===== config.mk =====
export PLATFORM = sky130hd
export DESIGN_NAME = seq_ctrl
export DESIGN_NICKNAME = d
export VERILOG_FILES = /design/src/rtl/riscv_pkg.sv /design/src/rtl/seq_timeout.sv /design/src/rtl/seq_ctrl.sv
export SDC_FILE = /design/constraint.sdc
export NUM_CORES = 1
export LEC_CHECK = 0
export ABC_AREA = 1
export ABC_CLOCK_PERIOD_IN_PS = 2100
export BUFFER_PORTS_ARGS = -buffer_cell sky130_fd_sc_hd__buf_4
export CORE_ASPECT_RATIO = 0.9
export CORE_MARGIN = 2
export CORE_UTILIZATION = 25
export DETAILED_ROUTE_END_ITERATION = 8
export GPL_ROUTABILITY_DRIVEN = 0
export HOLD_SLACK_MARGIN = 0.06
export PLACE_DENSITY = 0.53
export SETUP_SLACK_MARGIN = 0.15
export SLEW_MARGIN = 20
export SYNTH_ARGS = -nofsm -noshare
export SYNTH_HDL_FRONTEND = slang
export SYNTH_HIERARCHICAL = 1
export SYNTH_SLANG_ARGS = --single-unit
export TNS_END_PERCENT = 50

===== constraint.sdc =====
create_clock -name clk -period 2.1 [get_ports clk]
set_input_delay 0.105 -clock clk [delete_from_list [all_inputs] [get_ports clk]]
set_output_delay 0.105 -clock clk [all_outputs]
set_load 0.005 [all_outputs]

===== src/rtl/riscv_pkg.sv =====
// riscv_pkg: opcode constants, sequencer state, write-back select and trap-cause types
package riscv_pkg;
  localparam logic [4:0] OPC_LOAD     = 5'b00000;
  localparam logic [4:0] OPC_MISC_MEM = 5'b00011;
  localparam logic [4:0] OPC_OP_IMM   = 5'b00100;
  localparam logic [4:0] OPC_AUIPC    = 5'b00101;
  localparam logic [4:0] OPC_STORE    = 5'b01000;
  localparam logic [4:0] OPC_OP       = 5'b01100;
  localparam logic [4:0] OPC_LUI      = 5'b01101;
  localparam logic [4:0] OPC_BRANCH   = 5'b11000;
  localparam logic [4:0] OPC_JALR     = 5'b11001;
  localparam logic [4:0] OPC_JAL      = 5'b11011;

  typedef enum logic [2:0] {S_RST, S_FETCH, S_DECODE, S_EXEC, S_MEM, S_WB, S_TRAP} seq_state_t;
  typedef enum logic [1:0] {WB_ALU, WB_MEM, WB_PC4, WB_IMM} wb_sel_t;
  typedef enum logic [1:0] {TC_NONE, TC_ILLEGAL, TC_BUS} trap_cause_t;
  typedef enum logic [3:0] {C_NOP, C_LOAD, C_STORE, C_OP_IMM, C_OP, C_LUI, C_AUIPC, C_BRANCH, C_JAL, C_JALR} op_class_t;

  // unknown or FENCE opcodes fall into C_NOP: no ALU operands, no rf write, sequential PC
  function automatic op_class_t op_class(input logic [4:0] opc);
    case (opc)
      OPC_LOAD:   return C_LOAD;
      OPC_STORE:  return C_STORE;
      OPC_OP_IMM: return C_OP_IMM;
      OPC_OP:     return C_OP;
      OPC_LUI:    return C_LUI;
      OPC_AUIPC:  return C_AUIPC;
      OPC_BRANCH: return C_BRANCH;
      OPC_JAL:    return C_JAL;
      OPC_JALR:   return C_JALR;
      default:    return C_NOP;
    endcase
  endfunction
endpackage


===== src/rtl/seq_timeout.sv =====
// seq_timeout: bus wait counter that flags the cycle a pending request would reach TIMEOUT
module seq_timeout #(
  parameter int TIMEOUT = 255
) (
  input  logic clk,
  input  logic rst,
  input  logic clr,
  input  logic inc,
  output logic expired
);
  localparam int W = $clog2(TIMEOUT + 1);
  logic [W-1:0] cnt_q, cnt_d;
  assign expired = inc && cnt_q == W'(TIMEOUT - 1);
  // next count: clear outside a memory phase, count unacknowledged request cycles
  always_comb cnt_d = clr ? '0 : inc ? cnt_q + 1'b1 : cnt_q;
  // wait counter register
  always_ff @(posedge clk or posedge rst)
    if (rst) cnt_q <= '0;
    else cnt_q <= cnt_d;
endmodule


===== src/rtl/seq_ctrl.sv =====
// seq_ctrl: multi-cycle RV32I control sequencer; define SEQ_CTRL_FENCE_EN to run invalid MISC-MEM as a no-op
module seq_ctrl
  import riscv_pkg::*;
#(
  parameter int TIMEOUT = 255
) (
  input  logic       clk,
  input  logic       rst,
  input  logic [4:0] opcode,
  input  logic       invalid,
  input  logic       branch_taken,
  input  logic       mem_ack,
  output logic       mem_req,
  output logic       mem_we,
  output logic       mem_addr_sel,
  output logic       ir_load,
  output logic       alu_a_sel,
  output logic       alu_b_sel,
  output logic       rf_we,
  output logic [1:0] wb_sel,
  output logic       pc_load,
  output logic       pc_sel,
  output logic       trap,
  output logic [1:0] trap_cause
);
  seq_state_t  state_q;
  op_class_t   cls_q;
  trap_cause_t cause_q;
  logic        taken_q, illegal, in_mem, inc, expired, exec, wb, jump;
`ifdef SEQ_CTRL_FENCE_EN
  assign illegal = invalid && opcode != OPC_MISC_MEM;
`else
  assign illegal = invalid;
`endif
  assign in_mem = state_q == S_FETCH || state_q == S_MEM;
  assign inc    = in_mem && !mem_ack;

  seq_timeout #(.TIMEOUT(TIMEOUT)) u_timeout (
    .clk     (clk),
    .rst     (rst),
    .clr     (!in_mem),
    .inc     (inc),
    .expired (expired)
  );

  // sequencer: state, latched op class, branch outcome and sticky trap cause
  always_ff @(posedge clk or posedge rst)
    if (rst) begin
      state_q <= S_RST;
      cls_q   <= C_NOP;
      taken_q <= 1'b0;
      cause_q <= TC_NONE;
    end else
      case (state_q)
        S_RST:    state_q <= S_FETCH;
        S_FETCH:
          if (mem_ack) state_q <= S_DECODE;
          else if (expired) begin
            state_q <= S_TRAP;
            cause_q <= TC_BUS;
          end
        S_DECODE:
          if (illegal) begin
            state_q <= S_TRAP;
            cause_q <= TC_ILLEGAL;
          end else begin
            state_q <= S_EXEC;
            cls_q   <= op_class(opcode);
          end
        S_EXEC: begin
          taken_q <= branch_taken;
          state_q <= (cls_q == C_LOAD || cls_q == C_STORE) ? S_MEM : S_WB;
        end
        S_MEM:
          if (mem_ack) state_q <= S_WB;
          else if (expired) begin
            state_q <= S_TRAP;
            cause_q <= TC_BUS;
          end
        S_WB:     state_q <= S_FETCH;
        default:  state_q <= S_TRAP;
      endcase

  // control outputs decoded from state and latched fields; only ir_load sees mem_ack
  always_comb begin
    exec         = state_q == S_EXEC;
    wb           = state_q == S_WB;
    jump         = cls_q == C_JAL || cls_q == C_JALR;
    mem_req      = in_mem;
    mem_we       = state_q == S_MEM && cls_q == C_STORE;
    mem_addr_sel = state_q == S_MEM;
    ir_load      = state_q == S_FETCH && mem_ack;
    alu_a_sel    = exec && (cls_q == C_AUIPC || cls_q == C_JAL);
    alu_b_sel    = exec && (cls_q inside {C_LOAD, C_STORE, C_OP_IMM, C_JALR, C_AUIPC, C_JAL});
    rf_we        = wb && (cls_q inside {C_LOAD, C_OP, C_OP_IMM, C_AUIPC, C_LUI, C_JAL, C_JALR});
    wb_sel       = !wb ? WB_ALU : cls_q == C_LOAD ? WB_MEM : cls_q == C_LUI ? WB_IMM : jump ? WB_PC4 : WB_ALU;
    pc_load      = wb;
    pc_sel       = wb && (jump || (cls_q == C_BRANCH && taken_q));
    trap         = state_q == S_TRAP;
    trap_cause   = cause_q;
  end
endmodule


# Yosys cells after proc, flatten, opt, wreduce, memory -nomap -nowiden
# Memory sizes are Yosys's and may differ from the RTL's. A register that Yosys moved wholly into a read port is not among the register bits.
# Cells that the tools add are included.
[totals]
elab_cells = 66
out_inout_bits = 14
in_bits = 10
mem_bits_ro = 128
mem_count = 1
ff_bits = 14
[op_classes]
addsub = 1
reduce_logical = 23
mux = 16
n_eq_ne = 20
bitwise = 1
[memory_table]
columns = ["name", "words", "width", "rd", "rd_ports_with_merged_regs", "wr", "line", "rtl"]
rows = [
  ["(name not given)", 32, 4, 1, 1, 0, "riscv_pkg.sv:21", "case (opc)"],
]
[op_table]
columns = ["cell", "count"]
rows = [
  ["$eq 4x3->1 const B", 4],
  ["$mux 8", 2],
  ["$pmux 3 s5", 1],
  ["$mux 2", 7],
  ["$mux 3", 4],
  ["$eq 3x3->1 const B", 3],
  ["$logic_and 1x1->1", 9],
  ["$add 8x1->8 const B", 1],
  ["$eq 4x2->1 const B", 2],
  ["$eq 4x4->1 const B", 2],
  ["$eq 8x8->1 const B", 1],
  ["$reduce_bool 7->1", 1],
  ["$eq 3x2->1 const B", 2],
  ["$reduce_bool 6->1", 1],
  ["$logic_or 1x1->1", 5],
  ["$eq 4x1->1 const B", 1],
  ["$ne 2x1->1 const B", 2],
  ["$ne 2x2->1 const B", 2],
  ["$pmux 2 s2", 1],
  ["$reduce_and 4->1", 1],
  ["$reduce_or 2->1", 2],
  ["$eq 3x1->1 const B", 1],
  ["$logic_not 3->1", 1],
  ["$reduce_and 2->1", 1],
  ["other kinds (4)", 4],
]

# Logic depth before layout (Yosys ltp)
# Gate-level depths: netlist of run 1.
[depth]
word_depth = 7
depth_mapped = 12
mapped_depth_nobuf = 12

# By module
# Netlist of run 1, hierarchy kept.
[by_module_without_submodules]
columns = ["module", "n_inst", "area_per_inst_um2", "cells_per_inst", "seq_area_each_um2"]
rows = [
  ["seq_ctrl", 1, 747.0, 118, 250.2],
  ["seq_timeout", 1, 473.0, 61, 200.2],
]

# Worst setup path before layout of run 1
# No wires, ideal clock.
[synth_timing]
kind = "reg2reg"
start = "register state_q[1]"
end = "register cause_q[1], in the netlist trap_cause[1]"
stages_incl_launch_ff = 13
path_buffers = 0
t_required_ns = 1.983
arrival_ns = 1.619
slack_ns = 0.364
setup_time_ns = 0.117
cell_sequence = "dfrtp_1 > nor2_1 > nand2_2 > nand2_4 > nand2_2 > inv_1 > nand4_1 > nor3_1 > inv_1 > a21oi_1 > nand2_1 > nand2_1 > nand2_1"
[synth_via]
elab_chain_len = 6
[synth_rtl]
columns = ["item", "line", "rtl"]
rows = [
  ["start, declared", "seq_ctrl.sv:26", "seq_state_t state_q;"],
  ["start signal, assigned", "seq_ctrl.sv:72", "state_q <= (cls_q == C_LOAD || cls_q == C_STORE) ? S_MEM : S_WB;"],
  ["$eq 3x1->1 / $eq 3x3->1 (equally long branches)", "seq_ctrl.sv:35", "assign in_mem = state_q == S_FETCH || state_q == S_MEM;"],
  ["$logic_or 1x1->1 (*)", "seq_ctrl.sv:35", ""],
  ["named net mem_req", "seq_ctrl.sv:13", "output logic mem_req,"],
  ["$logic_and 1x1->1 (*)", "seq_ctrl.sv:36", "assign inc = in_mem && !mem_ack;"],
  ["named net inc", "seq_ctrl.sv:29", "logic taken_q, illegal, in_mem, inc, expired, exec, wb, jump;"],
  ["$logic_and 1x1->1 (*)", "seq_timeout.sv:13", "assign expired = inc && cnt_q == W'(TIMEOUT - 1);"],
  ["named net expired", "seq_ctrl.sv:29", ""],
  ["$ne 2x1->1 (no line) (*)", "--", ""],
  ["$reduce_and 4->1 (no line) (*)", "--", ""],
  ["end signal, assigned", "seq_ctrl.sv:52", "cause_q <= TC_NONE;"],
  ["end signal, assigned", "seq_ctrl.sv:60", "cause_q <= TC_BUS;"],
  ["end signal, assigned", "seq_ctrl.sv:65", "cause_q <= TC_ILLEGAL;"],
  ["end, declared", "seq_ctrl.sv:28", "trap_cause_t cause_q;"],
]
# The timed path passes the listed nets; every way through them passes the cells marked *.
# A chain may end at the register's enable or synchronous reset.

# Worst setup path in the final report of run 1
[layout_timing]
start = "register state_q[1]"
end = "register cause_q[1], in the netlist trap_cause[1]"
[layout_via]
elab_chain_len = 6
[layout_rtl]
columns = ["item", "line"]
rows = [
  ["$eq 3x1->1 / $eq 3x3->1 (equally long branches)", "seq_ctrl.sv:35"],
  ["$logic_or 1x1->1 (*)", "seq_ctrl.sv:35"],
  ["$logic_and 1x1->1 (*)", "seq_ctrl.sv:36"],
  ["named net inc", "seq_ctrl.sv:29"],
  ["$logic_and 1x1->1 (*)", "seq_timeout.sv:13"],
  ["named net expired", "seq_ctrl.sv:29"],
  ["$ne 2x1->1 (no line) (*)", "--"],
  ["$reduce_and 4->1 (no line) (*)", "--"],
]
# Marks and branches as above.

==> metrics.md, run 1 <==
| Metric | Value |
|---|---|
| Synth Instances | `179` |
| Hold Crit Class | `in2reg` |
| Netlist cell types | `21` |
| Fillers | `533` |
| Via density | `4.42` |
| Period utilization | `0.834` |
| Final Net Count | `220` |
| Std-Cell Rows | `24` |
| Syn avg cell area | `6.82 um^2` |
| Status | `finished, final reports clean` |
| Rel. slew slack | `0.749` |
| Critical Path End Type | `flip-flop` |
| Register Area | `450 um^2` |
| Num Clock Sinks | `18` |
| First-pass GRT wire length | `4.74 mm` |
| RSZ-0062 raised after global routing | `false` |
| WL per Instance | `10.0 um` |
| CTS Buf Count | `3` |
| Post-synthesis register bit count | `18` |
| H-tree Lvls | `1` |
| Hold_ws | `68.2 ps` |
| Setup tns final | `0 ps` |
| Critical path required time | `2240 ps` |
| Final Util | `0.321` |
| Non-Filler Instances | `271` |
| Max Clock Skew | `4.63 ps` |
| Reg clk slew, reported paths | `70 ps` |
| Max-cap violations | `0` |
| Top cell type's share of synthesized area | `0.369` |
| Number of global-route vias before repair | `1077` |
| Max Fclk | `571 MHz` |
| DRC Markers | `0` |
| Fin crit period | `1750 ps` |
| Top cells by area, synth | `dfrtp_1, inv_1, nand2_1` |
| Multi-input gate area | `623 um^2` |
| Critical Path AT | `1890 ps` |
| Clock tree buffer depth | `2` |
| Synth warnings | `6` |
| Die footprint | `5460 um^2` |
| Post-route ant nets | `0` |
| Vias | `1198` |
| Core area | `4770 um^2` |
| Share of layout cells above drive strength 1 | `0.204` |
| Fin. Hold Viols | `0` |
| DRT Pass-1 Iters | `4` |
| Largest net degree at the start of global routing | `11` |
| Die Y-Extent | `70.3 um` |
| Flop-to-flop setup slack | `350 ps` |
| Die X | `77.6 um` |
| Hpwl dp | `2.26 mm` |
| Starting Density | `0.256` |
| Mapped Nets | `191` |
| Total grt overflow | `0` |
| Post-CTS setup buffer count | `0` |
| Final Max Tran Viols | `0` |
| Slew of the pin with the lowest slew margin | `376 ps` |
| CP max FO | `6` |
| Sequential share of the synthesized area | `0.369` |
| Overall routing resource usage | `0.107` |
| Routed Wire Length | `2.72 mm` |
| Layout area overhead | `25.6%` |
| Port Buffers | `23` |
| DP Cell Count | `267` |
| Post-synth top area cell | `dfrtp_1` |
| IR drop worst, VDD | `0.174 mV` |
| Initial drt markers | `44` |
| Initial antenna violation count | `0` |
| CP Launch Type | `flip-flop` |
| Mapped Area | `1220 um^2` |
| PD cells | `406 nW/um^2` |
| Total Power | `0.000622 W` |
| CTS tree | `yes` |
| Critical path class | `reg2reg` |
| Worst skew pair latency | `250 ps` |
| Top Ports | `24` |
| Pleak | `0.755 nW` |
| CTS root buffer | `clkbuf_8` |
| Ant diodes | `0` |
| Final setup fails | `0` |
per-layer routing:
layer / share of wire / track usage
met1: 0.53 / 0.155
met2: 0.43 / 0.159
met3: 0.025 / 0.0181
met4: 0.015 / 0.0357
met5: 0 / 0
metrics by stage:
step	cell area [um^2]	setup WS, ps
2_1_floorplan	1220	364
3_3_place_gp	1480	327
3_5_place_dp	1480	278
4_1_cts	1530	269
5_1_grt	1530	166
6_report	1530	348
cells in the mapped netlist:
library cell and n:
a21oi_1 6, a21oi_2 1, a31oi_1 3, buf_2 1
dfrtp_1 18, ha_1 2, inv_1 38, inv_2 1
nand2_1 38, nand2_2 3, nand2_4 1, nand3_1 9
nand3_2 2, nand4_1 8, nor2_1 20, nor2_2 2
nor2_4 4, nor3_1 7, o211ai_1 2, o21ai_0 11
o21ai_1 2
registers in the layout, summed over array words and instances, names as in the netlist:
| name | cells |
|---|---|
| u_timeout/cnt_q | 8 |
| taken_q | 1 |
| cls_q | 4 |
| state_q | 3 |
| trap_cause | 2 |
final timing paths:
path,startpoint,endpoint,depth (start not counted)
setup / recovery,state_q[1],trap_cause[1],12
hold / removal,branch_taken,taken_q,3
setup reg to reg,state_q[1],trap_cause[1],12
hold reg to reg,taken_q,taken_q,2
max in group asynchronous,rst,state_q[2],3
min in group asynchronous,rst,u_timeout/cnt_q[1],3
layout make-up:
cell class | instances | share of cell area
Sequential cell | 18 | 0.294
Clock buffer | 3 | 0.0269
Multi-Input combinational cell | 121 | 0.407
Tap cell | 65 | 0.0531
Timing Repair Buffer | 25 | 0.124
Inverter | 39 | 0.0955
where the power goes:
group | internal [W] | total, W | switching (W)
clock network | 0.000127 | 0.000234 | 0.000107
logic | 0.0000173 | 0.0000396 | 0.0000223
registers | 0.000348 | 0.000348 | 0.000000617
total | 0.000492 | 0.000622 | 0.000130
critical path, stage by stage, from the launching register on:
cell and delay, ps:
dfrtp_1 430, nor2_1 180, nand2_2 120, nand2_4 110, nand2_2 50, inv_1 60, nand4_1 110, nor3_2 170
inv_1 80, a21oi_1 140, nand2_1 80, nand2_1 60, nand2_1 50
logic make-up (layout without fill, tap and decap cells):
logic type,after synthesis,after routing,share of synthesized area
buffers and inverters,40,67,0.124
DFF,18,18,0.369
and+or+nand+nor,94,94,0.373
AOI/OAI and AO/OA,25,25,0.113
adders and majority gates,2,2,0.0205
cells in the final DEF, fill, tap and decap left out:
cell	instances
nand2_4	1
o211ai_1	2
nor3_2	1
nand4_1	8
nand3_2	2
dfrtp_1	18
inv_2	1
nor2_2	2
clkbuf_8	3
o21ai_1	2
a31oi_1	3
o21ai_0	11
inv_1	38
nor2_4	4
a21oi_2	1
dlygate4sd3_1	1
a21oi_1	6
nand2_2	3
ha_1	2
buf_4	24
nand3_1	9
nor3_1	6
nor2_1	20
nand2_1	38
repair_timing:
action,in CTS,in global routing
hold buffers,1,0
endpoints found under the setup margin,0,2
hold endpoints to repair,18,0
resized for setup,0,1
No activity file was read; power rests on OpenSTA's default activity.
==> run 2, diff against run 1 <==
Settings changed: ABC_CLOCK_PERIOD_IN_PS 2100 to 1500, PLACE_DENSITY 0.53 to 0.55.
Clock period 2.1 ns to 1.5 ns, I/O delays scaled along.
==> run 2 against run 1 <==
  * The flow now finishes with violations (negative setup slack)
  * Critical path depth unchanged
  * Global-route usage increased by 0.19 points
  * Sequential power increased by 40%
  * Final cell count increased by 7.0%
  * Worst hold slack improved by 30 ps
  * Power increased by 51%
  * Via count increased by 4.0%
  * First-iteration DRC count decreased by 43%
  * Design area increased by 15%
==> metrics.md, run 2 (same netlist as run 1, synthesis figures left out) <==
| Metric | Value |
|---|---|
| Status | `finished, violations left` |
| Failing checks | `negative setup slack` |
| CP max FO | `3` |
| IR drop worst, VDD | `0.250 mV` |
| Hold Crit Class | `in2reg` |
| Min-Delay Startpoint | `opcode[0]` |
| Post-route ant nets | `0` |
| Die footprint | `5460 um^2` |
| Fin. Hold Viols | `0` |
| Via density | `4.30` |
| Pre-CTS setup slack | `-80.1 ps` |
| Final setup fails | `8` |
| Max reg flops | `8` |
| Total grt overflow | `0` |
| Slew of the pin with the lowest slew margin | `398 ps` |
| Ant diodes | `0` |
| Num Clock Sinks | `18` |
| Commonest non-fill, non-tap cell in the layout | `buf_4` |
| RR Endpoint | `trap_cause[0]` |
| DRT Pass-1 Iters | `4` |
| Reg clk slew, reported paths | `70 ps` |
| Pleak | `0.856 nW` |
| Routed Wire Length | `2.90 mm` |
| Max Fclk | `623 MHz` |
| Reg2Reg Depth | `12` |
| Period utilization | `1.07` |
| CTS root buffer | `clkbuf_8` |
| Critical path required time | `1650 ps` |
| Max-cap violations | `0` |
| Initial antenna violation count | `0` |
| RSZ-0062 raised after global routing | `true` |
| Reg with most FFs | `u_timeout/cnt_q` |
| Largest net degree at the start of global routing | `11` |
| Flop-to-flop setup slack | `-110 ps` |
| Final Net Count | `238` |
| Clock tree buffer depth | `2` |
| Die X | `77.6 um` |
| Die Y-Extent | `70.3 um` |
| Final Util | `0.370` |
| Vias | `1246` |
| Final Max Tran Viols | `0` |
| Hpwl dp | `2.28 mm` |
| FF-to-FF Start | `state_q[1]` |
| CTS Buf Count | `3` |
| Critical path class | `reg2reg` |
| Critical Path End Type | `flip-flop` |
| Post-layout worst setup margin | `-106 ps` |
| Starting Density | `0.256` |
| Max Clock Skew | `4.51 ps` |
| Overall routing resource usage | `0.108` |
| Std-Cell Rows | `24` |
| Biggest regs | `u_timeout/cnt_q x8, cls_q x4, state_q x3` |
| WHS Path Cells | `3` |
| Top Ports | `24` |
| Number of global-route vias before repair | `1160` |
| Most frequent cells in the layout | `buf_4, nand2_1, inv_1` |
| Core area | `4770 um^2` |
| First-pass GRT wire length | `4.86 mm` |
| Initial drt markers | `25` |
| Worst skew pair latency | `250 ps` |
| WHS Endpoint | `cls_q[3]` |
| Hold_ws | `98.6 ps` |
| Port Buffers | `23` |
| H-tree Lvls | `1` |
| WL per Instance | `9.99 um` |
| Layout area overhead | `44.8%` |
| Rel. slew slack | `0.734` |
| PD cells | `533 nW/um^2` |
| DRC Markers | `0` |
| Fin crit period | `1610 ps` |
| CTS tree | `yes` |
| Share of layout cells above drive strength 1 | `0.364` |
| Critical Path AT | `1750 ps` |
| CP Launch Type | `flip-flop` |
[run 2: cell types whose count changed in the layout (fill, tap and decap cells not counted), moves of 2 or more]
cell	previous run	this run
nor2_1	20	17
buf_4	24	40
nand2_4	1	3
nand2_1	38	35
o21ai_0	11	7
nor3_1	6	3
nor3_2	1	4
o21ai_2	0	3
nor2_2	2	4
a21oi_1	6	4
inv_2	1	7
inv_1	38	31
a21oi_2	1	3
[run 2: what timing repair did]
item	CTS	global route
hold buffers	2	0
gates resized for setup	17	13
setup endpoints to repair	21	22
gates cloned	0	0
hold endpoints to repair	19	0
pin swaps	6	12
buffers inserted	2	4
[run 2: worst max-delay path by stage]
| stage | start | to | slack, ps |
|---|---|---|---|
| floorplan | state_q[1] | trap_cause[1] | -100 |
| global placement | state_q[1] | trap_cause[0] | -30 |
| detailed placement | state_q[1] | trap_cause[1] | -80 |
| CTS | state_q[0] | trap_cause[1] | -80 |
| global route | state_q[1] | trap_cause[0] | -250 |
| finish | state_q[1] | trap_cause[0] | -110 |
[run 2: power by group]
| part | total, W | switching, W | internal [W] |
|---|---|---|---|
| logic | 0.0000583 | 0.0000323 | 0.0000260 |
| registers | 0.000487 | 0.000000914 | 0.000486 |
| clock network | 0.000397 | 0.000164 | 0.000233 |
| total | 0.000942 | 0.000197 | 0.000745 |
[run 2: metrics by stage]
step	cell area (um^2)	cells	total power [W]	TNS (ps)
detailed placement	1570	279	0.000552	-236
floorplan	1230	179	0.000520	-204
global placement	1570	279	0.000552	-57.9
global route	1770	290	0.000979	-1820
finish	1770	290	0.000942	-570
CTS	1700	287	0.000951	-292
[run 2: cell type report]
type | count | area (um^2)
tap | 65 | 81.3
inverter | 39 | 149
sequential | 18 | 450
multi-input combinational | 121 | 699
fill | 507 | 3010
clock buffer | 4 | 55.1
timing repair buffer | 43 | 332
[run 2: worst max-delay path: stages (launching register included)]
cell and delay [ps]:
dfrtp_1 400, nor2_2 150, nand2_2 90, nand2_4 80
nand2_4 50, inv_2 50, nand4_1 90, nor3_2 200
inv_1 90, a21oi_2 120, nand2_1 70, nand2_1 60
nand2_1 50
[run 2: metal layers]
| layer | part of all wire | track usage |
|---|---|---|
| met1 | 0.50 | 0.153 |
| met4 | 0.0083 | 0.0357 |
| met2 | 0.46 | 0.170 |
| met3 | 0.028 | 0.0155 |
| met5 | 0 | 0 |
